`src/rtl/pkt_len_meter.sv`:
```
// Per-packet byte meter: emits size/flow one cycle after each eop word; framing errors dropped and counted.
// Latency 1 cycle from the accepting edge; no backpressure, every valid word is accepted.
module pkt_len_meter #(
    parameter int A_WIDTH = 10,
    parameter int BYTES   = 8,
    localparam int EW     = $clog2(BYTES)
) (
    input  logic               clk_i,
    input  logic               rst_i,
    input  logic               pkt_valid_i,
    input  logic               pkt_sop_i,
    input  logic               pkt_eop_i,
    input  logic [EW-1:0]      pkt_empty_i,
    input  logic [A_WIDTH-1:0] pkt_flow_num_i,
    output logic [A_WIDTH-1:0] rx_flow_num_o,
    output logic [15:0]        pkt_size_o,
    output logic               pkt_size_en_o,
    output logic               err_o,
    output logic [15:0]        err_cnt_o
);

    localparam logic [0:0]  IDLE    = 1'b0;
    localparam logic [0:0]  IN_PKT  = 1'b1;
    localparam logic [15:0] BYTES16 = 16'(BYTES);
    localparam logic [16:0] BYTES17 = 17'(BYTES);

    logic [0:0]         state, state_nxt;
    logic [16:0]        acc, acc_nxt;
    logic               sat, sat_nxt;
    logic [A_WIDTH-1:0] flow_cap, flow_nxt;
    logic [A_WIDTH-1:0] rx_flow_nxt;
    logic [15:0]        size_nxt;
    logic               size_en_nxt;
    logic               err_nxt;
    logic [15:0]        word_bytes;
    logic [16:0]        sum;
    logic               sum_ovf;

    assign word_bytes = pkt_eop_i ? (BYTES16 - 16'(pkt_empty_i)) : BYTES16;
    assign sum        = acc + {1'b0, word_bytes};
    // acc is clamped at 17'h10000, so bit 16 alone flags overflow.
    assign sum_ovf    = sum[16];

    always_comb begin
        state_nxt   = state;
        acc_nxt     = acc;
        sat_nxt     = sat;
        flow_nxt    = flow_cap;
        rx_flow_nxt = rx_flow_num_o;
        size_nxt    = pkt_size_o;
        size_en_nxt = 1'b0;
        err_nxt     = 1'b0;
        if (pkt_valid_i) begin
            if (pkt_sop_i) begin
                // A sop inside an open packet aborts it, then starts afresh.
                err_nxt = (state == IN_PKT);
                if (pkt_eop_i) begin
                    size_en_nxt = 1'b1;
                    size_nxt    = word_bytes;
                    rx_flow_nxt = pkt_flow_num_i;
                    state_nxt   = IDLE;
                end else begin
                    acc_nxt   = BYTES17;
                    sat_nxt   = 1'b0;
                    flow_nxt  = pkt_flow_num_i;
                    state_nxt = IN_PKT;
                end
            end else if (state == IDLE) begin
                err_nxt = 1'b1;
            end else if (pkt_eop_i) begin
                size_en_nxt = 1'b1;
                size_nxt    = (sat || sum_ovf) ? 16'hFFFF : sum[15:0];
                rx_flow_nxt = flow_cap;
                state_nxt   = IDLE;
            end else begin
                acc_nxt = sum_ovf ? 17'h10000 : sum;
                sat_nxt = sat | sum_ovf;
            end
        end
    end

    always_ff @(posedge clk_i) begin
        if (rst_i) begin
            state         <= IDLE;
            acc           <= '0;
            sat           <= 1'b0;
            flow_cap      <= '0;
            rx_flow_num_o <= '0;
            pkt_size_o    <= '0;
            pkt_size_en_o <= 1'b0;
            err_o         <= 1'b0;
            err_cnt_o     <= '0;
        end else begin
            state         <= state_nxt;
            acc           <= acc_nxt;
            sat           <= sat_nxt;
            flow_cap      <= flow_nxt;
            rx_flow_num_o <= rx_flow_nxt;
            pkt_size_o    <= size_nxt;
            pkt_size_en_o <= size_en_nxt;
            err_o         <= err_nxt;
            if (err_nxt && (err_cnt_o != 16'hFFFF)) begin
                err_cnt_o <= err_cnt_o + 16'd1;
            end
        end
    end

endmodule
```
`config.mk`:
```
export PLATFORM = sky130hd
export DESIGN_NAME = pkt_len_meter
export DESIGN_NICKNAME = d
export VERILOG_FILES = /design/src/rtl/pkt_len_meter.sv
export SDC_FILE = /design/constraint.sdc
export NUM_CORES = 1
export LEC_CHECK = 0
export CELL_PAD_IN_SITES_DETAIL_PLACEMENT = 0
export CELL_PAD_IN_SITES_GLOBAL_PLACEMENT = 1
export CORE_ASPECT_RATIO = 0.9
export CORE_MARGIN = 2
export CORE_UTILIZATION = 39
export CTS_CLUSTER_SIZE = 10
export DETAILED_ROUTE_END_ITERATION = 16
export GPL_TIMING_DRIVEN = 0
export PLACE_DENSITY = 0.9
export SLEW_MARGIN = 20
export SYNTH_ARGS = -nofsm -noshare
export SYNTH_HDL_FRONTEND = slang
export SYNTH_SLANG_ARGS = --single-unit
```
`constraint.sdc`:
```
create_clock -name clk_i -period 4 [get_ports clk_i]
set_input_delay 0.8 -clock clk_i [delete_from_list [all_inputs] [get_ports clk_i]]
set_output_delay 0.8 -clock clk_i [all_outputs]
set_load 0.05 [all_outputs]
```
# Word-level counts from Yosys, hierarchy flattened
# Cells that the tools add are included.
# Widths: inputs -> output; s select.
[totals]
reg_bits = 73
input_bits = 18
output_inout_bits = 44
wordCells = 51
[classes]
add_sub_neg = 3
eq_ne = 1
mux = 28
bitwise_logic = 3
n_reduce_logical = 7
[op_table]
columns = ["op", "count"]
rows = [
  ["$mux 16", 6],
  ["$mux 17", 5],
  ["$mux 10", 4],
  ["$add 17x16->17", 1],
  ["$add 16x1->16 const B", 1],
  ["$ne 16x16->1 const B", 1],
  ["$mux 1", 13],
  ["$reduce_and 3->1", 3],
  ["$sub 4x3->5 const A", 1],
  ["$not 1->1", 2],
  ["$reduce_bool 2->1", 1],
  ["$reduce_or 2->1", 1],
  ["$logic_and 1x1->1", 1],
  ["$logic_or 1x1->1", 1],
  ["$or 1x1->1", 1],
]

# Logic depth before layout (Yosys ltp)
[depth]
ltp_word = 8
ltp_mapped = 13
ltp_nobuf = 11

# Least setup slack after synthesis
# OpenSTA, ideal clock, no wires.
[synth_timing]
kind = "input to register"
from = "input pkt_sop_i"
to = "register acc[9]"
setup_ns = 0.070
arrival_time_ns = 3.012
t_required_ns = 3.930
setup_slack_ns = 0.918
cell_stages = 12
n_path_buf = 4
path_cell_list = "clkbuf_1 buf_1 inv_1 ha_1 or3b_1 buf_2 nor3_2 inv_2 mux2i_4 buf_6 nand3_1 a21oi_1"
[synth_via]
elab_chain_cells = 2
word_cells_on_any_way = 3
classes_between = "mux (1); reduce/logical (2)"
[synth_rtl]
columns = ["item", "line", "rtl"]
rows = [
  ["start, declared", "11", "input logic pkt_sop_i,"],
  ["$reduce_bool 2->1 (no source line)", "--", ""],
  ["$reduce_and 3->1 (no source line)", "--", ""],
  ["end signal, assigned", "95", "acc <= acc_nxt;"],
  ["end, declared", "28", "logic [16:0] acc, acc_nxt;"],
]
# Several ways; a longest one is shown, not always the timed one.
# A chain may end at the register's enable or synchronous reset.

# Worst setup path in the final report
[layout_timing]
from = "input pkt_eop_i"
to = "register pkt_size_o[3]"
[layout_via]
elab_chain_cells = 7
word_cells_on_any_way = 9
classes_between = "add/sub (1); mux (6); reduce/logical (2)"
[layout_rtl]
columns = ["item", "line", "rtl"]
rows = [
  ["start, declared", "12", "input logic pkt_eop_i,"],
  ["$mux 16", "39", "assign word_bytes = pkt_eop_i ? (BYTES16 - 16'(pkt_empty_i)) : BYTES16;"],
  ["$add 17x16->17", "40", "assign sum = acc + {1'b0, word_bytes};"],
  ["$logic_or 1x1->1", "72", "size_nxt = (sat || sum_ovf) ? 16'hFFFF : sum[15:0];"],
  ["$mux 16", "72", ""],
  ["$mux 16", "70", "end else if (pkt_eop_i) begin"],
  ["$mux 16", "68", "end else if (state == IDLE) begin"],
  ["$mux 16", "54", "if (pkt_sop_i) begin"],
  ["end signal, assigned", "99", "pkt_size_o <= size_nxt;"],
  ["end, declared", "16", "output logic [15:0] pkt_size_o,"],
]
# Several ways; a longest one is shown, not always the timed one. The select of a mux whose other input is x is not followed.

==> results.json <==
{
  "coreArea_mm2": 0.00861,
  "grt_usage": 0.183,
  "p_total_mw": 1.56,
  "htree_levels": 3,
  "postCtsHoldBufs": 0,
  "cp.buffers_inverters": 4,
  "wl_um": 8300,
  "timing.rr.start": "acc[0]",
  "arrival_ns": 4.01,
  "met3_usage": 0.0710,
  "r2r_end": "pkt_size_o[3]",
  "grt_pass1_wl_um": 13900,
  "grt_max_degree": 17,
  "die_height_um": 93.4,
  "cts_buffers": 9,
  "switching_share": 0.284,
  "register_area_mm2": 0.00146,
  "antennaDiodeCount": 0,
  "holdCritPathClass": "flip-flop to flip-flop",
  "cp_max_fo": 10,
  "wire_per_inst_um": 13.8,
  "path_clk_slew_ns": 0.09,
  "crit_slowest_cell": "clkdlybuf4s50_1",
  "synth-seq-cells": 73,
  "grt_overflow": 0,
  "ant_nets": 0,
  "cts_setup_buffers": 0,
  "drive_gt1_frac": 0.0600,
  "antenna_found_initial": 0,
  "dp_hpwl_um": 5990,
  "synth_area_mm2": 0.00346,
  "cp_cell_sequence": "clkdlybuf4s50_1 > and2_1 > ha_1 > inv_1 > fa_1 > nor2b_1 > o31a_1 > and3_1 > buf_6 > mux2i_4 > buf_4 > nor3_2 > o32ai_1",
  "ys_types": 50,
  "start_util": 0.402,
  "path_delay_family": "buffers and inverters",
  "yosysSeqAreaShare": 0.422,
  "grt_busiest_layer": "met2",
  "required_ns": 4.27,
  "synthCells": 408,
  "skew_ns": 0.0113,
  "worst_r2r_path_depth": 11,
  "clkPwrFrac": 0.406,
  "fillers": 822,
  "hold_slack_ns": 0.438,
  "powerDensity_mw_per_mm2": 352,
  "final_core_util": 0.513,
  "max_stage_delay_ns": 0.63,
  "ys.flop_type": "dfxtp_1",
  "period_minus_slack_ns": 3.74,
  "grt_use_met2": 0.291,
  "tightest_slew_ns": 0.792,
  "cts_root_buf": "clkbuf_8",
  "drt_iter0_drc": 128,
  "drc": 0,
  "internal_power_mw": 1.11,
  "worstSkewPairLatency_ns": 0.36,
  "status": "finished clean",
  "die_w_um": 103,
  "cp-start-kind": "input pin",
  "io_pins": 62,
  "synth_fp_nets": 434,
  "ctsLongestPathBuffers": 2,
  "p_sw_mw": 0.442,
  "fin_nets": 504,
  "fmaxAchievable_mhz": 267,
  "multi_input_area_mm2": 0.00184,
  "reg2reg_slack_ns": 1.18,
  "avgSynthCellArea_um2": 8.49,
  "p_seq_frac": 0.483,
  "via_per_inst": 5.07,
  "finalCritPeriodShare": 0.935,
  "finalSetupViolCount": 0,
  "row_count": 32,
  "cts_resized": 0,
  "tritoncts": "built",
  "drt-pass1-iter-count": 4,
  "startpoint": "pkt_eop_i",
  "use_met1": 0.236,
  "worst-path-stages": 13,
  "p_leak_nw": 1.64,
  "synth_area_leaders": "dfxtp_1 42%, nor2_1 7.9%, mux2i_1 6.6%",
  "grt_pass1_vias": 2902,
  "design.die.area_mm2": 0.00965,
  "timing_worst_setup_path_type": "input pin to flip-flop",
  "synthArstFlopShare": 0,
  "routabilityCongestion": 0.844,
  "vias": 3050,
  "fin_setup_tns_ns": 0,
  "cts_sinks": 73,
  "netlist.top_cell.by_area": "dfxtp_1",
  "combPwrFrac": 0.112,
  "netlist.area_leader.share": 0.422,
  "max-vdd-ir-drop_mv": 0.218,
  "port_buffers": 59,
  "max_cap_viol_count": 0,
  "rsz0062_at_grt": "no",
  "endpoint": "pkt_size_o[3]",
  "cp-end-kind": "flip-flop",
  "slew_headroom": 0.472,
  "hold_viol": 0,
  "synth-edff-count": 0,
  "syn_to_final_growth_pct": 27.5,
  "synth_warnings": 0,
  "slew_violations": 0
}
## routing by layer
metal	vias up	routed length (um)
li1	1545	-
met1	1417	3900
met3	4	573
met5	-	0
met4	0	42
met2	84	3780
## power groups by stage
| stage | registers [mW] | clock network (mW) | logic (mW) |
|---|---|---|---|
| 2_1_floorplan | 0.802 | 0 | 0.0779 |
| 3_3_place_gp | 0.767 | 0 | 0.172 |
| 3_5_place_dp | 0.768 | 0 | 0.174 |
| 4_1_cts | 0.751 | 0.641 | 0.175 |
| 5_1_grt | 0.754 | 0.677 | 0.188 |
| 6_report | 0.751 | 0.631 | 0.174 |
## area by class of cell
| type | count | share of cell area |
|---|---|---|
| Buffer | 21 | 0.0232 |
| Clock buffer | 9 | 0.0280 |
| Clock inverter | 7 | 0.0204 |
| Inverter | 17 | 0.0144 |
| Multi-Input combinational cell | 297 | 0.416 |
| Sequential cell | 73 | 0.331 |
| Tap cell | 119 | 0.0337 |
| Timing Repair Buffer | 59 | 0.134 |
## state kept, by name, summed over array words and instances, names as in the netlist
register / cells
state: 1
err_cnt_o: 16
sat: 1
pkt_size_en_o: 1
acc: 17
flow_cap: 10
pkt_size_o: 16
err_o: 1
rx_flow_num_o: 10
## stage by stage
| step | cells | instance area (um^2) | setup slack (ns) |
|---|---|---|---|
| finish | 602 | 4420 | 0.259 |
| global route | 602 | 4420 | 0.0981 |
| CTS | 602 | 4420 | 0.305 |
| detailed placement | 586 | 4200 | -0.0473 |
| global placement | 586 | 4200 | -0.0237 |
| floorplan | 408 | 3460 | 0.918 |
## worst reg2reg max path, delay by kind of cell, from the launching register on
family	cells	cell delay [ns]
and+or+nand+nor	3	0.49
AOI/OAI and AO/OA	2	0.47
adders and majority gates	2	0.57
DFF	1	0.34
muxes	1	0.39
buffers and inverters	3	0.48
## cell usage in the layout (no fill, tap or decap), types with 2 or more instances in the layout
cell,n
nor2_1,73
dfxtp_1,73
clkdlybuf4s50_1,59
nand2_1,40
mux2i_1,23
inv_1,16
a21oi_1,16
xnor2_1,14
clkbuf_1,13
nand3_1,13
o21ai_1,13
a211oi_1,12
xor2_1,11
a22oi_1,9
clkbuf_8,9
nand4_1,7
ha_1,7
nor3_1,6
and3_1,5
o21ai_0,5
nand2b_1,5
and2_1,4
buf_1,3
o31ai_1,3
inv_8,3
inv_6,3
nor3_2,2
nor2b_1,2
o21a_1,2
buf_4,2
buf_6,2
mux2i_4,2
nor4_1,2
nor3b_1,2
o311ai_1,2
## Yosys cell counts, drive strengths merged (7+ instances only)
master,count
a22oi,9
nand4,7
a211oi,12
nor3,8
nor2,73
xor2,11
a21oi,16
inv,17
mux2i,25
buf,8
clkbuf,13
o21ai,18
nand3,13
nand2,40
ha,7
dfxtp,73
xnor2,15
## cells by family after synthesis
logic type               count (synthesis)  share of synthesized area
flip-flops                              73                      0.422
AND/OR/NAND/NOR                        167                      0.219
XOR/XNOR                                26                     0.0679
multiplexers                            25                     0.0795
adder cells (fa/ha/maj)                  8                     0.0311
AO/OA/AOI/OAI                           71                      0.132
buffers and inverters                   38                     0.0480
## how the worst min path moves through the flow
stage,startpoint,cells after the start,end
2_1_floorplan,acc[3],2,acc[3]
3_3_place_gp,pkt_size_o[2],2,pkt_size_o[2]
3_5_place_dp,pkt_size_o[2],2,pkt_size_o[2]
4_1_cts,pkt_size_o[2],2,pkt_size_o[2]
5_1_grt,pkt_size_o[2],2,pkt_size_o[2]
6_report,pkt_size_o[2],2,pkt_size_o[2]
No activity file was read; power rests on OpenSTA's default activity.
